<file path="src/rtl/fu_alu_pipe.sv">
`default_nettype none
// ============================================================================
// Module     : fu_alu_pipe
// Description: Pipelined integer ALU with valid/ready issue, ROB tag and flush.
// Revision   : 1.0 - initial release
// ============================================================================
module fu_alu_pipe #(
    parameter int DATA_WIDTH = 32,
    parameter int LATENCY    = 1,
    parameter int TAG_WIDTH  = 6
) (
    input  logic                  clk,
    input  logic                  rst,
    input  logic                  flush,
    input  logic                  issue_valid,
    output logic                  issue_ready,
    input  logic [3:0]            op,
    input  logic [DATA_WIDTH-1:0] data_0,
    input  logic [DATA_WIDTH-1:0] data_1,
    input  logic [TAG_WIDTH-1:0]  tag,
    output logic                  result_valid,
    input  logic                  result_ready,
    output logic [DATA_WIDTH-1:0] result,
    output logic [TAG_WIDTH-1:0]  result_tag,
    output logic                  idle
);

    localparam int         c_shamt_w = $clog2(DATA_WIDTH);
    localparam logic [3:0] c_op_add  = 4'd0;
    localparam logic [3:0] c_op_sub  = 4'd1;
    localparam logic [3:0] c_op_and  = 4'd2;
    localparam logic [3:0] c_op_or   = 4'd3;
    localparam logic [3:0] c_op_xor  = 4'd4;
    localparam logic [3:0] c_op_sll  = 4'd5;
    localparam logic [3:0] c_op_srl  = 4'd6;
    localparam logic [3:0] c_op_sra  = 4'd7;
    localparam logic [3:0] c_op_slt  = 4'd8;
    localparam logic [3:0] c_op_sltu = 4'd9;

    logic [LATENCY-1:0]    valid_q;
    logic [DATA_WIDTH-1:0] result_q [LATENCY];
    logic [TAG_WIDTH-1:0]  tag_q    [LATENCY];
    logic [DATA_WIDTH-1:0] alu_d;
    logic [c_shamt_w-1:0]  w_shamt;
    logic                  w_advance;
    logic                  w_fire;

    assign w_shamt = data_1[c_shamt_w-1:0];

    always_comb begin
        alu_d = '0;
        case (op)
            c_op_add:  alu_d = data_0 + data_1;
            c_op_sub:  alu_d = data_0 - data_1;
            c_op_and:  alu_d = data_0 & data_1;
            c_op_or:   alu_d = data_0 | data_1;
            c_op_xor:  alu_d = data_0 ^ data_1;
            c_op_sll:  alu_d = data_0 << w_shamt;
            c_op_srl:  alu_d = data_0 >> w_shamt;
            c_op_sra:  alu_d = DATA_WIDTH'($signed(data_0) >>> w_shamt);
            c_op_slt:  alu_d = {{(DATA_WIDTH-1){1'b0}}, ($signed(data_0) < $signed(data_1))};
            c_op_sltu: alu_d = {{(DATA_WIDTH-1){1'b0}}, (data_0 < data_1)};
            default:   alu_d = '0;
        endcase
    end

    // Whole-pipe stall: a blocked output freezes every stage, bubbles included.
    assign w_advance   = !valid_q[LATENCY-1] || result_ready;
    assign issue_ready = w_advance && !flush && !rst;
    assign w_fire      = issue_valid && issue_ready;

    always_ff @(posedge clk) begin
        if (rst) begin
            valid_q <= '0;
            for (int i = 0; i < LATENCY; i++) begin
                result_q[i] <= '0;
                tag_q[i]    <= '0;
            end
        end else if (flush) begin
            valid_q <= '0;
        end else if (w_advance) begin
            for (int i = LATENCY - 1; i > 0; i--) begin
                valid_q[i]  <= valid_q[i-1];
                result_q[i] <= result_q[i-1];
                tag_q[i]    <= tag_q[i-1];
            end
            valid_q[0]  <= w_fire;
            result_q[0] <= alu_d;
            tag_q[0]    <= tag;
        end
    end

    assign result_valid = valid_q[LATENCY-1];
    assign result       = result_q[LATENCY-1];
    assign result_tag   = tag_q[LATENCY-1];
    assign idle         = !(|valid_q) && !issue_valid;

endmodule
`default_nettype wire

</file>
<file path="config.mk">
export PLATFORM = sky130hd
export DESIGN_NAME = fu_alu_pipe
export DESIGN_NICKNAME = d
export VERILOG_FILES = /design/src/rtl/fu_alu_pipe.sv
export SDC_FILE = /design/constraint.sdc
export NUM_CORES = 1
export LEC_CHECK = 0
export BUFFER_PORTS_ARGS = -buffer_cell sky130_fd_sc_hd__buf_2
export CELL_PAD_IN_SITES_DETAIL_PLACEMENT = 1
export CELL_PAD_IN_SITES_GLOBAL_PLACEMENT = 1
export CORE_AREA = 10 10 125 240
export CTS_CLUSTER_SIZE = 28
export DETAILED_ROUTE_END_ITERATION = 8
export DIE_AREA = 0 0 135 250
export GPL_TIMING_DRIVEN = 0
export PLACE_DENSITY_LB_ADDON = 0.1
export SYNTH_ARGS = -nofsm -noshare
export SYNTH_HDL_FRONTEND = slang
export SYNTH_SLANG_ARGS = --single-unit
</file>
<file path="constraint.sdc">
create_clock -name clk -period 3.95 [get_ports clk]
set_input_delay 0.79 -clock clk [delete_from_list [all_inputs] [get_ports clk]]
set_output_delay 0.79 -clock clk [all_outputs]
set_load 0.01 [all_outputs]
</file>
# Word level (Yosys, flattened, before mapping)
# Memory sizes are Yosys's and may differ from the RTL's.
# Cells that the tools add are included.
dict set report op_classes {
  addsub 2
  magnitude_cmp 2
  eq_ne 9
  n_shift 3
  n_mux 11
  n_bitwise 3
  reduce_logical 13
}
# cell n
set ops {}
lappend ops {{case mux 32 bit (10 select lines)} 1}
lappend ops {{less-than comparator 32 bit} 2}
lappend ops {{adder 32 bit} 1}
lappend ops {{bitwise AND 32 bit} 1}
lappend ops {{two-way mux 32 bit} 1}
lappend ops {{bitwise OR 32 bit} 1}
lappend ops {{OR reduction 32 bit} 1}
lappend ops {{<< shifter 32 x 5 -> 32 bit} 1}
lappend ops {{right shift 32 x 5 -> 32 bit} 1}
lappend ops {{>>> shifter 32 x 5 -> 32 bit} 1}
lappend ops {{subtractor 32 bit} 1}
lappend ops {{XOR 32 bit} 1}
lappend ops {{== test 4 x 3 -> 1 bit, second input constant} 4}
lappend ops {{== test 4 x 2 -> 1 bit, second input constant} 2}
lappend ops {{== test 4 bit, second input constant} 2}
lappend ops {{two-way mux 1 bit} 8}
lappend ops {{two-way mux 6 bit} 1}
lappend ops {{OR reduction 6 bit} 1}
lappend ops {{== test 4 x 1 -> 1 bit, second input constant} 1}
lappend ops {{logical AND 1 bit} 4}
lappend ops {{zero test 1 bit} 4}
lappend ops {{zero test 4 bit} 1}
lappend ops {{OR reduction 2 bit} 1}
lappend ops {{logical OR 1 bit} 1}
dict set report totals {
  ff_bits 1
  ram_bits 38
  output_inout_bits 41
  n_memories 2
}
# memory words width rd rd_clocked_by_memory_dff wr line
set mem_list {}
lappend mem_list {result_q 1 32 1 0 1 41} ;# logic [DATA_WIDTH-1:0] result_q [LATENCY];
lappend mem_list {tag_q 1 6 1 0 1 42} ;# logic [TAG_WIDTH-1:0] tag_q [LATENCY];

# Logic depth before layout (Yosys ltp)
# Gate-level depths: netlist of run 1.
dict set report logic_depth {
  word_depth 8
  depth_mapped 15
}

# Worst setup path before layout of run 1
# No wires, ideal clock.
dict set report synth_timing {
  path_kind {input to register}
  startpoint {input port data_1[1]}
  endpoint {memory result_q[0][17] (data pin)}
  setup_time_ps 254
  arrival_ps 3603
  required_ps 3696
  path_slack_ps 93
  stages 14
  cell_sequence {buf_2 -> inv_1 -> buf_2 -> clkbuf_1 -> ha_1 -> o21ba_2 -> nor4_2 -> o2111ai_2 -> a31o_1 -> a211o_1 -> a41o_1 -> xnor2_1 -> nor2_1 -> o21a_1}
}
dict set report synth_between {
  elab_chain_len 3
  word_cells_on_any_way 7
  cone_classes {2 x add/sub; 3 x shift; 2 x mux}
}
# item line
set synth_lines {}
lappend synth_lines {{from (decl)} 19} ;# input logic [DATA_WIDTH-1:0] data_1,
lappend synth_lines {{subtractor 32 bit (tied with other cells)} 54} ;# c_op_sub: alu_d = data_0 - data_1;
lappend synth_lines {{case mux 32 bit (10 select lines) *} 52} ;# case (op)
lappend synth_lines {{two-way mux 32 bit (no line) *} --}
lappend synth_lines {{to (decl)} 41}
# Mark *: on every way between the ends. The rest lies on a longest branch, timed or not.

# Worst setup path after layout of run 1
dict set report layout_timing {
  startpoint {input port data_0[18]}
  endpoint {memory result_q[0][31] (data pin)}
}
dict set report layout_between {
  elab_chain_len 3
  word_cells_on_any_way 7
  cone_classes {2 x add/sub; 3 x shift; 2 x mux}
}
# item line
set layout_lines {}
lappend layout_lines {{from (decl)} 18} ;# input logic [DATA_WIDTH-1:0] data_0,
lappend layout_lines {{subtractor 32 bit (tied with other cells)} 54}
lappend layout_lines {{case mux 32 bit (10 select lines) *} 52}
lappend layout_lines {{two-way mux 32 bit (no line) *} --}
# Marks and branches as above.

==> results.md, run 1 <==
Status:
- The flow ran to the end, but the final reports show violations.
- The final reports fail on setup timing.

Floorplanning:
- Measured along the y axis, the die boundary spans ~250 um.
- The full die area is 0.03375 mm^2.
- The floorplan has between 80 and 90 rows.
- The effective utilization at floorplan is around two fifths.
- After floorplanning, the core was sized to cover around 0.026 mm^2.
- The die is 135 um wide.
- The I/O pin count is 120.

Synth:
- Counting flops and latches in the post-synthesis netlist gives 39.
- The synthesized design contains 38 enable-type register cells.
- For this run, asynchronously set or reset flops after synthesis account for 0%.
- The commonest cells after synthesis are 179 x nor2_1, 136 x a21oi_1, 125 x nand2_1.
- The dominant synthesized flop cell is edfxtp_1.
- The synthesized netlist devotes about an eighth of its cell area to adder and majority cells.
- The Yosys step of the flow raised 0 warnings.
- When the netlist entered floorplanning its net count stood at roughly 1600.
- The multiplexer share of the synthesized area is roughly an eighth.
- The mapped netlist covers about 0.010 mm^2.
- The library cell with the highest instance count after synthesis is nor2_1.
- The cell count after synthesis came out at around 1400.
- The largest total area in the synthesized netlist belongs to ha_1.
- After synthesis, the largest family of logic cells by area is compound AO/OA/AOI/OAI gates.
- The top cell type's share of synthesized area is roughly an eighth.
- In the post-synthesis netlist, the biggest area contributors are ha_1 12%, edfxtp_1 11%, a21oi_1 6.7%.
- The synthesized netlist contains 96 unique library cells.
- After Yosys synthesis, XOR and XNOR cells account for 2.398% of the synthesized area.
- The post-synthesis compound-gate area fraction is 32.02%.
- The synthesized area per cell is 7.268 um^2.
- Summing the areas of all and, or, nand and nor instances in the mapped netlist gives between 20% and 30% of the synthesized area.
- Of the synthesized area, sequential elements account for ~11%.

STA:
- The number of hold violations in the final report came to 0.
- The hold slack is 0.7143 ns.
- Setup repair after global routing could not meet its margin everywhere.
- After routing, the total negative slack on setup checks comes to -0.03126 ns.
- The tightest slew margin relative to the limit is 6.039%.
- The number of failing setup endpoints in the final timing report is 1.
- The slew at the pin with the worst max-slew slack is between 1 and 1.5 ns.
- The maximum clock skew at final layout is between 0.015 and 0.02 ns.
- Timing would allow up to about 250 MHz.
- The share of the clock period used by the worst path after layout is 100.8%.
- The post-route worst setup slack is -0.03126 ns.
- The number of slew-limit violations in the final report is 0.
- The clock period minus worst slack is about 4 ns.

Clock network:
- The insertion delay to the later sink of the worst-skew pair is slightly above 0.3 ns.
- The total clock buffers created by CTS is 5.
- The total of hold buffers inserted after clock tree synthesis is 0.
- The clock tree buffer depth is 2.
- The H-tree depth reported by CTS is 2.
- The clock transition at the registers of the reported paths is ~0.06 ns.
- The number of sinks on the clock net is 39.
- TritonCTS built the clock tree.
- Clock tree synthesis selected as its root buffer the cell clkbuf_16.

Routing:
- In this run the remaining antenna-violating nets after routing total 0.
- The number of DRC violations after detailed-routing iteration 0 is roughly 1200.
- The length of the first detailed-routing pass in iterations is 6.
- In the final routed layout, each cell accounts on average for approximately 35 um.
- The detailed-route wire length is 65450 um.
- In the routed design, unresolved DRC markers number 0.
- The number of vias after detailed routing is about 13000.
- The ratio of routed vias to standard cells is just under 7.

GRT:
- Global routing consumed, on the met2 layer, about two thirds of the routing resources.
- The first global-routing pass estimated just over 90000 um of wire.
- The met1 routing resource usage after global routing is between 30% and 40%.
- The maximum number of pins on one net before global-route repair is 25.
- After global routing the overflow that remains totals 0.
- The busiest metal layer after global routing is met2.
- Across every metal layer, demand over resource in global routing totals a little under two fifths.
- The number of global-route vias before repair is about 13000.
- The initial antenna violation count came to 1.
- In the global route stage, met3 resource usage came out at under 10%.

Pwr:
- The peak supply drop is 0.0001976 V.
- The analysis attributes to cell leakage a power of a little over 5 nW.
- The power density of the placed cells is between 200 and 250 mW/mm^2.
- The overall power is 2.680 mW.

Setup path:
- The depth of the worst register-to-register path is 5.
- The critical path in this run is classified as in2reg.
- The endpoint of the worst setup timing path is result_q[0][31].
- Of all nets on the critical path, the largest fanout is 9.
- Tracing the worst setup path back leads to its startpoint at data_0[18].
- The nature of the critical path endpoint is a register.
- The launching element type of the critical path is a primary input.
- The startpoint of the worst-slack reg-to-reg timing path is result_valid.
- The endpoint arrival time on the critical path is approximately 4.0 ns.
- The worst-case register-to-register setup slack is 1.04 ns.
- The worst register-to-register path ends at result_q[0][24].
- The data required time of the worst path is between 3 and 4 ns.

Final layout:
- 0 antenna diodes ended up in the layout.
- The fraction of final layout cells with drive strength greater than 1 is between 10% and 20%.
- The layout net count is between 1500 and 2000.
- The finished cells cover roughly 0.012 mm^2.
- From synthesis to final layout, the design area changed by 16.00%.
- The count of filler cells inserted in the layout is about 3400.

Placed design:
- The wire-length estimate of the detail-placed layout is approximately 53000 um.
- At the end of routability-driven placement, the weighted congestion stood at 1.052.
- The instance area after placement is approximately 0.011 mm^2.
- The count of input and output buffers is ~120.

Hold path:
- The worst hold path passes through 2 cells.
- The type of the most critical hold path is in2reg.

Flow run:
- Max-cap violations in this run came to 0.
power by group:
part	switching, mW	leakage (nW)	total [mW]	internal, mW
Sequential	0.00590	0.427	0.490	0.484
Combinational	1.14	4.56	1.69	0.550
Clock	0.199	0.0838	0.498	0.299
flip-flops by register name (all words and copies together), names as in the netlist:
name          flops
result_valid      1
result_q         32
tag_q             6
final cells by class:
class                   instances  area (um^2)  share of cell area, %
multi-input cells            1165         8412                  70.91
flip-flops and latches         39         1161                  9.788
repair buffers                129        704.4                  5.938
plain buffers                 105        613.1                  5.168
well taps                     344        430.4                  3.628
inverters                      95        372.9                  3.143
clock buffers                   5        125.1                  1.055
clock inverters                 3        43.79                 0.3692
worst min path at each step:
stage	end	from	slack, ns
2_1_floorplan	result_valid	result_valid	0.64
3_3_place_gp	result_valid	result_valid	0.63
3_5_place_dp	result_valid	result_valid	0.67
4_1_cts	result_valid	result_valid	0.71
5_1_grt	result_valid	rst	0.74
6_report	result_valid	rst	0.71
routing by layer:
layer	routed length (um)	vias to the layer above
met1	21130	6373
met2	32920	846
met3	4188	331
met5	0	-
li1	-	5421
met4	7218	0
cells by family (layout without fill, tap and decap cells):
| family | count (synthesis) | count (layout) |
|---|---|---|
| compound gates | 490 | 490 |
| xor+xnor | 28 | 28 |
| fa+ha+maj | 100 | 100 |
| buf+inv | 203 | 337 |
| flops | 39 | 39 |
| mux | 92 | 92 |
| simple gates | 455 | 455 |
through the flow:
step / setup slack (ns) / utilization [%] / instances
floorplan: 0.09308 / - / 1407
global placement: -1.819 / 42.96 / 1868
detailed placement: -1.850 / 43.11 / 1869
CTS: -0.1094 / 44.69 / 1881
global route: -0.1194 / 45.33 / 1885
finish: -0.03126 / 45.33 / 1885
critical path, stage by stage:
cell and delay [ns]:
buf_2 0.24, inv_1 0.17, ha_1 0.32, clkbuf_1 0.37, nand4_1 0.26, nor3_2 0.43, and3_2 0.26, a41oi_2 0.09
a41oi_1 0.42, a31oi_1 0.15, xnor2_1 0.16, a21oi_1 0.17, o22ai_1 0.13
placed cells by master (no fill, tap or decap), types with 15 or more instances in the layout:
| cell | Yosys | layout |
|---|---|---|
| buf_4 | 10 | 21 |
| nand2b_1 | 18 | 18 |
| nor3_1 | 37 | 34 |
| ha_1 | 98 | 97 |
| a221oi_1 | 34 | 30 |
| edfxtp_1 | 38 | 38 |
| clkbuf_1 | 46 | 38 |
| o21ai_0 | 111 | 108 |
| mux2i_1 | 52 | 51 |
| a211oi_1 | 19 | 18 |
| nand2_1 | 125 | 125 |
| nor2b_1 | 15 | 15 |
| nor2_1 | 179 | 177 |
| nand3_1 | 20 | 20 |
| a21oi_1 | 136 | 131 |
| inv_1 | 92 | 91 |
| buf_2 | 32 | 145 |
| a31oi_1 | 23 | 23 |
| o211ai_1 | 23 | 23 |
| xnor2_1 | 23 | 22 |
| mux4_2 | 28 | 28 |
repair_timing:
item / CTS / global route
setup buffers: 7 / 4
resized for setup: 42 / 36
pin swaps: 11 / 16
endpoints found under the setup margin: 28 / 25
Power figures use the tool's default switching activity.
==> run 2: changes to the inputs <==
==> constraint.sdc (replaced) <==
create_clock -name clk -period 3.3 [get_ports clk]
set_input_delay 0.66 -clock clk [delete_from_list [all_inputs] [get_ports clk]]
set_output_delay 0.66 -clock clk [all_outputs]
set_load 0.01 [all_outputs]
==> results.md, run 2 (synthesized netlist as in run 1, its figures left out) <==
Placed design:
- The routability-driven placement congestion ratio is 1.083 (+2.9%).
- The placed cell count is 1869 (unchanged).
- The HPWL after detailed placement came to 52920 um (-0.76%).
- The count of input and output buffers is 117 (unchanged).

Hold path:
- The type of the most critical hold path is in2reg.

Floorplanning:
- The I/O pin count came to 120 (unchanged).
- The effective utilization at floorplan is 39.08% (unchanged).
- The core outline area is 0.02617 mm^2 (unchanged).
- The width of the die was 135 um (unchanged).
- The chip height came to 250 um (unchanged).
- The full die area came to 0.03375 mm^2 (unchanged).
- The count of standard-cell rows is 84 (unchanged).

Setup path:
- STA classifies the critical path endpoint as a register.
- The slowest stage of the critical path belongs to the cell a221oi_2.
- The endpoint identified for the worst register-to-register timing path is result_q[0][1].
- The depth of the worst register-to-register path is 5 (unchanged).
- The most critical setup path has its startpoint at data_1[0].
- The worst-case register-to-register setup slack is 0.26 ns (-0.78 ns).
- The delay of the slowest cell on the worst path is 0.33 ns (-0.10 ns).
- The total stage count of the critical path is 12 (-1).
- The signal on the critical path passes through buf_2, buf_4, buf_4, buf_6, inv_1, a21boi_1, nand2_1, a31oi_1, a211oi_2, a31o_1, a221oi_2, a21oi_1.
- The critical-path maximum fanout is 10 (+1).
- The gate family responsible for the most delay along the worst path is compound AO/OA/AOI/OAI gates.
- The class of the most critical setup path is in2reg.
- The data required time of the worst path was 3.33 ns (-0.62 ns).
- STA classifies the critical path startpoint as a primary input.
- The endpoint of the worst setup timing path is result_q[0][21].
- The endpoint arrival time on the critical path is 3.44 ns (-0.54 ns).
- Among the stages of the critical path, the cell type that occurs most often is buf_4.
- The worst register-to-register path begins at result_valid.
- The number of buffers and inverters on the critical path is 5 (+2).

Routing:
- The detailed-route wire length is 68450 um (+4.6%).
- The final routed wire length divided by cell count is 35.29 um (+1.6%).
- The ratio of routed vias to standard cells is 6.821 (-0.88%).
- The residual DRC count is 0 (unchanged).
- The length of the first detailed-routing pass in iterations is 6 (unchanged).
- The number of routed nets with antenna violations is 0 (unchanged).
- The number of DRC violations after detailed-routing iteration 0 is 1158 (-5.9%).
- The number of vias after detailed routing is 13230 (+2.0%).

Clock network:
- The total clock buffers created by CTS is 5 (unchanged).
- TritonCTS built the clock tree.
- The insertion delay to the later sink of the worst-skew pair is 0.32 ns (about the same).
- The clock tree buffer depth is 2 (unchanged).
- The number of sinks on the clock net is 39 (unchanged).
- The clock transition at the registers of the reported paths came to 0.07 ns (about the same).
- The H-tree depth reported by CTS is 2 (unchanged).
- The tree is rooted in a clkbuf_16.

STA:
- The number of slew-limit violations in the final report is 0 (unchanged).
- Setup repair after global routing could not meet its margin everywhere.
- The tightest slew margin relative to the limit is 13.00% (+7.0 points).
- The maximum clock skew at final layout is 0.01557 ns (-0.004347 ns).
- In the finished design, the share of the clock period the worst path needs comes to 103.5%.
- The hold slack was 0.5572 ns (-0.1571 ns).
- Timing would allow up to between 200 and 300 MHz.
- The post-route worst setup slack is -0.1144 ns (-0.08318 ns).
- The number of hold violations in the final report came to 0 (unchanged).
- The slew at the pin with the worst max-slew slack is 1.295 ns (-0.09964 ns).
- The number of failing setup endpoints in the final timing report was 10 (+9).
- For the finished layout, the period the worst path requires is between 3 and 4 ns.

GRT:
- The number of global-route vias before repair came to 13660 (+1.8%).
- The overall overflow remaining after global route is 0 (unchanged).
- The overall routing resource usage is 38.72% (+1.3 points).
- The global-route wire length before repair is 95620 um (+2.7%).
- The maximum number of pins on one net before global-route repair is 23 (-8.0%).
- The initial antenna violation count was 1 (unchanged).

Final layout:
- The flip-flop count of the largest register after layout is 32 (unchanged).
- The most common cell after layout, fill and taps aside is nor2_1.
- More flip-flops sit in one register than any other, and that register is result_q.
- The layout net count is 1772 (+3.1%).
- Relative to the synthesized area, the layout overhead comes to 28.79%.
- The count of filler cells inserted in the layout is 3264 (-3.9%).
- The library cells used most frequently in the layout, excluding fill and tap cells, are 172 x nor2_1, 122 x buf_2, 121 x nand2_1.
- The final cell count without fillers was 1940 (+2.9%).
- The fraction of final layout cells with drive strength greater than 1 is 29.23% (+9.5 points).

Pwr:
- The sequential power share is 16.6% (-1.7 points).
- The leakage dissipation came to 5.516 nW (+8.7%).
- The total internal power is 1.820 mW (+36%).
- The combinational share of power is 64.5% (+1.4 points).
- The power dissipated by switching net loads is 1.719 mW (+28%).
- The peak supply drop came to 0.0002095 V (+6.0%).
- The switching portion of total power is 48.58% (-1.7 points).
- The power density of the placed cells is 268.7 mW/mm^2 (+19%).
- The clock network power share is 18.9% (+0.3 points).

Status:
- The run finished, with violations left.
- The checks that failed: setup timing.

Flow run:
- The number of maximum-capacitance constraint violations is 0 (unchanged).
run 2: changes by cell type in the layout (fill, tap and decap cells not counted), moves of 10 or more:
cell / before / now
buf_4: 21 / 70
buf_2: 145 / 122
a21oi_1: 131 / 115
a21oi_2: 7 / 22
o21ai_0: 108 / 93
clkbuf_4: 2 / 16
mux2i_1: 51 / 39
inv_1: 91 / 80
ha_1: 97 / 87
run 2: routing by layer:
metal  wire, um  GRT usage (%)  part of all wire [%]  vias up
li1           -              -                     -     5553
met1      21860          37.17                    32     6418
met2      33780          66.04                    49      866
met3       4372          6.801                   6.4      395
met4       8438          39.49                    12        0
met5          0              0                     0        -
run 2: what timing repair did:
| action | in CTS | in global routing |
|---|---|---|
| endpoints found under the setup margin | 31 | 32 |
| buffers inserted | 40 | 33 |
| resized for setup | 141 | 161 |
| pin swaps | 42 | 53 |
| hold buffers | 0 | 0 |
run 2: power groups by stage:
stage / combinational, mW / sequential [mW] / clock (mW)
final: 2.28 / 0.587 / 0.670
after floorplan: 1.12 / 0.620 / 0
after detailed placement: 1.87 / 0.598 / 0
after CTS: 2.03 / 0.587 / 0.659
after global placement: 1.84 / 0.599 / 0
after global routing: 2.38 / 0.591 / 0.681
run 2: worst min-delay path by stage:
stage	to	slack, ns	from	depth (start not counted)
6_report	result_valid	0.56	rst	2
3_3_place_gp	result_valid	0.62	result_valid	3
4_1_cts	result_valid	0.57	rst	2
2_1_floorplan	result_valid	0.64	result_valid	3
3_5_place_dp	result_valid	0.68	result_valid	3
5_1_grt	result_valid	0.57	rst	2
run 2: final cells by class:
type | instances | area, um^2 | area share, %
Multi-Input combinational cell | 1165 | 9039 | 68.63
Timing Repair Buffer | 188 | 1277 | 9.700
Sequential cell | 39 | 1161 | 8.816
Buffer | 99 | 669.4 | 5.083
Tap cell | 344 | 430.4 | 3.268
Inverter | 95 | 399.1 | 3.031
Clock buffer | 6 | 128.9 | 0.9785
Clock inverter | 2 | 60.06 | 0.4560
Antenna cell | 2 | 5.005 | 0.03800
run 2: worst reg2reg max path, cell delays in order, from the launching register on:
cell and delay, ns:
dfxtp_1 0.32, nor2b_1 0.18, nor3_1 0.99, nand2_1 0.44
clkbuf_1 0.44, a21oi_1 0.44
run 2: metrics by stage:
stage	power, mW	utilization, %	TNS (ns)	setup slack [ns]	instance area (um^2)
final	3.539	50.33	-0.5386	-0.1144	13170
after global routing	3.652	50.32	-1.379	-0.1961	13170
after CTS	3.279	47.68	-1.036	-0.1307	12480
after detailed placement	2.465	43.55	-32.41	-1.539	11400
after global placement	2.444	43.38	-52.30	-1.598	11350
after floorplan	1.742	-	-0.1256	-0.06442	10340
==> run 3: changes to the inputs <==
--- a/config.mk
+++ b/config.mk
@@ -8,10 +8,10 @@
 export BUFFER_PORTS_ARGS = -buffer_cell sky130_fd_sc_hd__buf_2
 export CELL_PAD_IN_SITES_DETAIL_PLACEMENT = 1
 export CELL_PAD_IN_SITES_GLOBAL_PLACEMENT = 1
-export CORE_AREA = 10 10 125 240
+export CORE_AREA = 10 10 118 227
 export CTS_CLUSTER_SIZE = 28
 export DETAILED_ROUTE_END_ITERATION = 8
-export DIE_AREA = 0 0 135 250
+export DIE_AREA = 0 0 128 237
 export GPL_TIMING_DRIVEN = 0
 export PLACE_DENSITY_LB_ADDON = 0.1
 export SYNTH_ARGS = -nofsm -noshare
==> constraint.sdc (replaced) <==
create_clock -name clk -period 3.37 [get_ports clk]
set_input_delay 0.674 -clock clk [delete_from_list [all_inputs] [get_ports clk]]
set_output_delay 0.674 -clock clk [all_outputs]
set_load 0.01 [all_outputs]
==> results.md, run 3 (synthesized netlist as in run 1, its figures left out) <==
Floorplanning:
- The count of standard-cell rows is 79 (-6.0%).
- The chip height is 237 um (-5.2%).
- The core outline area is 0.02313 mm^2 (-12%).
- The effective utilization at floorplan is 44.21% (+5.1 points).
- The full die area is 0.03034 mm^2 (-10%).
- The width of the die is 128 um (-5.2%).
- The I/O pin count is 120 (unchanged).

GRT:
- The overall routing resource usage is 44.77% (+6.1 points).
- The maximum number of pins on one net before global-route repair is 22 (-4.3%).
- The global-route wire length before repair came to 100200 um (+4.8%).
- The number of global-route vias before repair came to 14380 (+5.3%).
- The overall overflow remaining after global route is 0 (unchanged).
- The initial antenna violation count is 4 (+3).

Pwr:
- The total internal power is 1.636 mW (-10%).
- The overall power came to 3.483 mW (-1.6%).
- The leakage dissipation came to 5.536 nW (+0.36%).
- The sequential power share is 16.6% (about the same).
- The power dissipated by switching net loads is 1.847 mW (+7.4%).
- The peak supply drop is 0.0004078 V (+95%).
- The clock network power share is 14.8% (-4.1 points).
- The power density of the placed cells is 265.9 mW/mm^2 (-1.0%).
- The combinational share of power was 68.7% (+4.2 points).
- The switching portion of total power is 53.02% (+4.4 points).

STA:
- The number of failing setup endpoints in the final timing report is 31 (+21).
- The maximum clock skew at final layout is 0.008153 ns (-0.007413 ns).
- The slew at the pin with the worst max-slew slack came to 1.110 ns (-0.1849 ns).
- The post-route worst setup slack is -0.4920 ns (-0.3776 ns).
- The number of slew-limit violations in the final report was 0 (unchanged).
- The hold slack is 0.5827 ns (+0.02550 ns).
- Of the available clock period, the critical path in the final layout requires 114.6%.
- The achievable clock frequency is about 260 MHz.
- The final sum of negative setup slack came to -6.097 ns (-5.559 ns).
- The tightest slew margin relative to the limit is 25.99% (+13 points).
- Setup repair after global routing could not meet its margin everywhere.
- The number of hold violations in the final report is 0 (unchanged).
- The clock period minus worst slack is approximately 3.9 ns.

Final layout:
- The layout net count is 1782 (+0.56%).
- The post-layout instance area was 0.01310 mm^2 (-0.54%).
- The library cell used most frequently in the layout, excluding fill and tap cells, is nor2_1.
- The final cell count without fillers was 1887 (-2.7%).
- The flip-flop count of the largest register after layout is 32 (unchanged).
- The final design utilization is 56.63% (+6.3 points).
- In the layout the commonest cells are 171 x nor2_1, 128 x buf_2, 121 x nand2_1.
- Compared with the post-synthesis result, the final layout area differs by 28.09%.
- Ranked by flip-flop count, first place goes to result_q.
- The fraction of final layout cells with drive strength greater than 1 is 30.38% (+1.1 points).

Clock network:
- The TritonCTS clock tree is built.
- The clock tree buffer depth is 2 (unchanged).
- The total clock buffers created by CTS was 5 (unchanged).
- The clock tree root buffer cell is clkbuf_16.
- The H-tree depth reported by CTS came to 2 (unchanged).
- The clock transition at the registers of the reported paths is 0.06 ns (about the same).
- The total of hold buffers inserted after clock tree synthesis is 0 (unchanged).
- The number of sinks on the clock net came to 39 (unchanged).
- The insertion delay to the later sink of the worst-skew pair is 0.32 ns (about the same).

Placed design:
- The routability-driven placement congestion ratio is 1.085 (+0.19%).
- The worst setup slack before clock tree synthesis is -1.423 ns (+0.1153 ns).
- The count of input and output buffers is 117 (unchanged).
- The instance area after placement is 0.01132 mm^2 (-0.67%).
- The HPWL after detailed placement is 52240 um (-1.3%).
- The placed cell count was 1808 (-3.3%).

Hold path:
- The number of instances on the worst hold path came to 2 (unchanged).
- The type of the most critical hold path is in2reg.

Routing:
- The final routed wire length divided by cell count was 40.39 um (+14%).
- The ratio of routed vias to standard cells was 7.715 (+13%).
- The detailed-route wire length is 76210 um (+11%).
- The length of the first detailed-routing pass in iterations came to 8 (+2).
- The residual DRC count is 0 (unchanged).
- The number of DRC violations after detailed-routing iteration 0 came to 1921 (+66%).
- The number of routed nets with antenna violations was 0 (unchanged).
- The number of vias after detailed routing is 14560 (+10%).

Setup path:
- The data required time of the worst path is 3.44 ns (+0.11 ns).
- Walking the worst path, the cells encountered are buf_2, inv_1, ha_2, nand2b_1, a221oi_2, o311ai_4, a31o_4, a211o_1, a41o_1, xnor2_2, nor2_2, o21a_1.
- The depth of the worst register-to-register path is 5 (unchanged).
- The class of the most critical setup path is in2reg.
- The nature of the critical path endpoint is a register.
- The delay of the slowest cell on the worst path is 0.65 ns (+0.32 ns).
- The largest individual stage delay along the critical path comes from the cell a221oi_2.
- The endpoint arrival time on the critical path was 3.93 ns (+0.49 ns).
- The launching element type of the critical path is a primary input.
- The critical-path maximum fanout is 7 (-3).

Flow run:
- The number of maximum-capacitance constraint violations is 0 (unchanged).

Status:
- The run finished, with violations left.
- The final reports fail on setup timing.
-- run 3: cell count changes in the layout (fill, tap and decap cells not counted), moves of 6 or more --
cell | before | now
a31oi_2 | 0 | 6
buf_12 | 8 | 1
buf_2 | 122 | 128
buf_4 | 70 | 78
buf_6 | 17 | 23
clkbuf_4 | 16 | 9
-- run 3: critical path, delay by kind of cell --
family,cells,cell delay (ns)
buffers and inverters,2,0.27
adder cells (fa/ha/maj),1,0.38
XOR/XNOR,1,0.21
AO/OA/AOI/OAI,6,2.06
AND/OR/NAND/NOR,2,0.31
-- run 3: final cells by class --
cell class                      count  area (um^2)
Buffer                            102        709.4
Sequential cell                    39         1161
Timing Repair Buffer              195         1299
Inverter                           95        411.6
Antenna cell                        1        2.502
Clock inverter                      2        8.758
Fill cell                        2888        10030
Clock buffer                        5        125.1
Multi-Input combinational cell   1165         9027
Tap cell                          283        354.1
-- run 3: path summary, 6_finish.rpt --
| check | startpoint | end | slack (ns) |
|---|---|---|---|
| setup / recovery | data_0[6] | result_q[0][17] | -0.49 |
| setup reg to reg | result_valid | result_q[0][2] | 0.48 |
| hold / removal | rst | result_valid | 0.58 |
| hold reg to reg | result_valid | result_valid | 0.75 |
-- run 3: power groups by stage --
stage | Clock, mW | Sequential [mW] | Combinational, mW
3_5_place_dp | 0 | 0.587 | 1.83
6_report | 0.514 | 0.578 | 2.39
4_1_cts | 0.479 | 0.577 | 2.00
5_1_grt | 0.506 | 0.581 | 2.44
3_3_place_gp | 0 | 0.587 | 1.79
2_1_floorplan | 0 | 0.607 | 1.10
-- run 3: what timing repair did --
action,4_1_cts,5_1_grt
pin swaps,50,49
resized for setup,126,160
buffers inserted,46,32
endpoints found under the hold margin,0,0
setup endpoints to repair,32,31
-- run 3: routing by layer --
layer | vias to the layer above | wire length (um) | track usage, % | part of all wire (%)
met4 | 10 | 10190 | 45.51 | 13
met5 | - | 141 | 1.036 | 0.19
met3 | 716 | 8493 | 10.65 | 11
met2 | 1461 | 34950 | 73.41 | 46
li1 | 5558 | - | - | -
met1 | 6814 | 22440 | 43.64 | 29
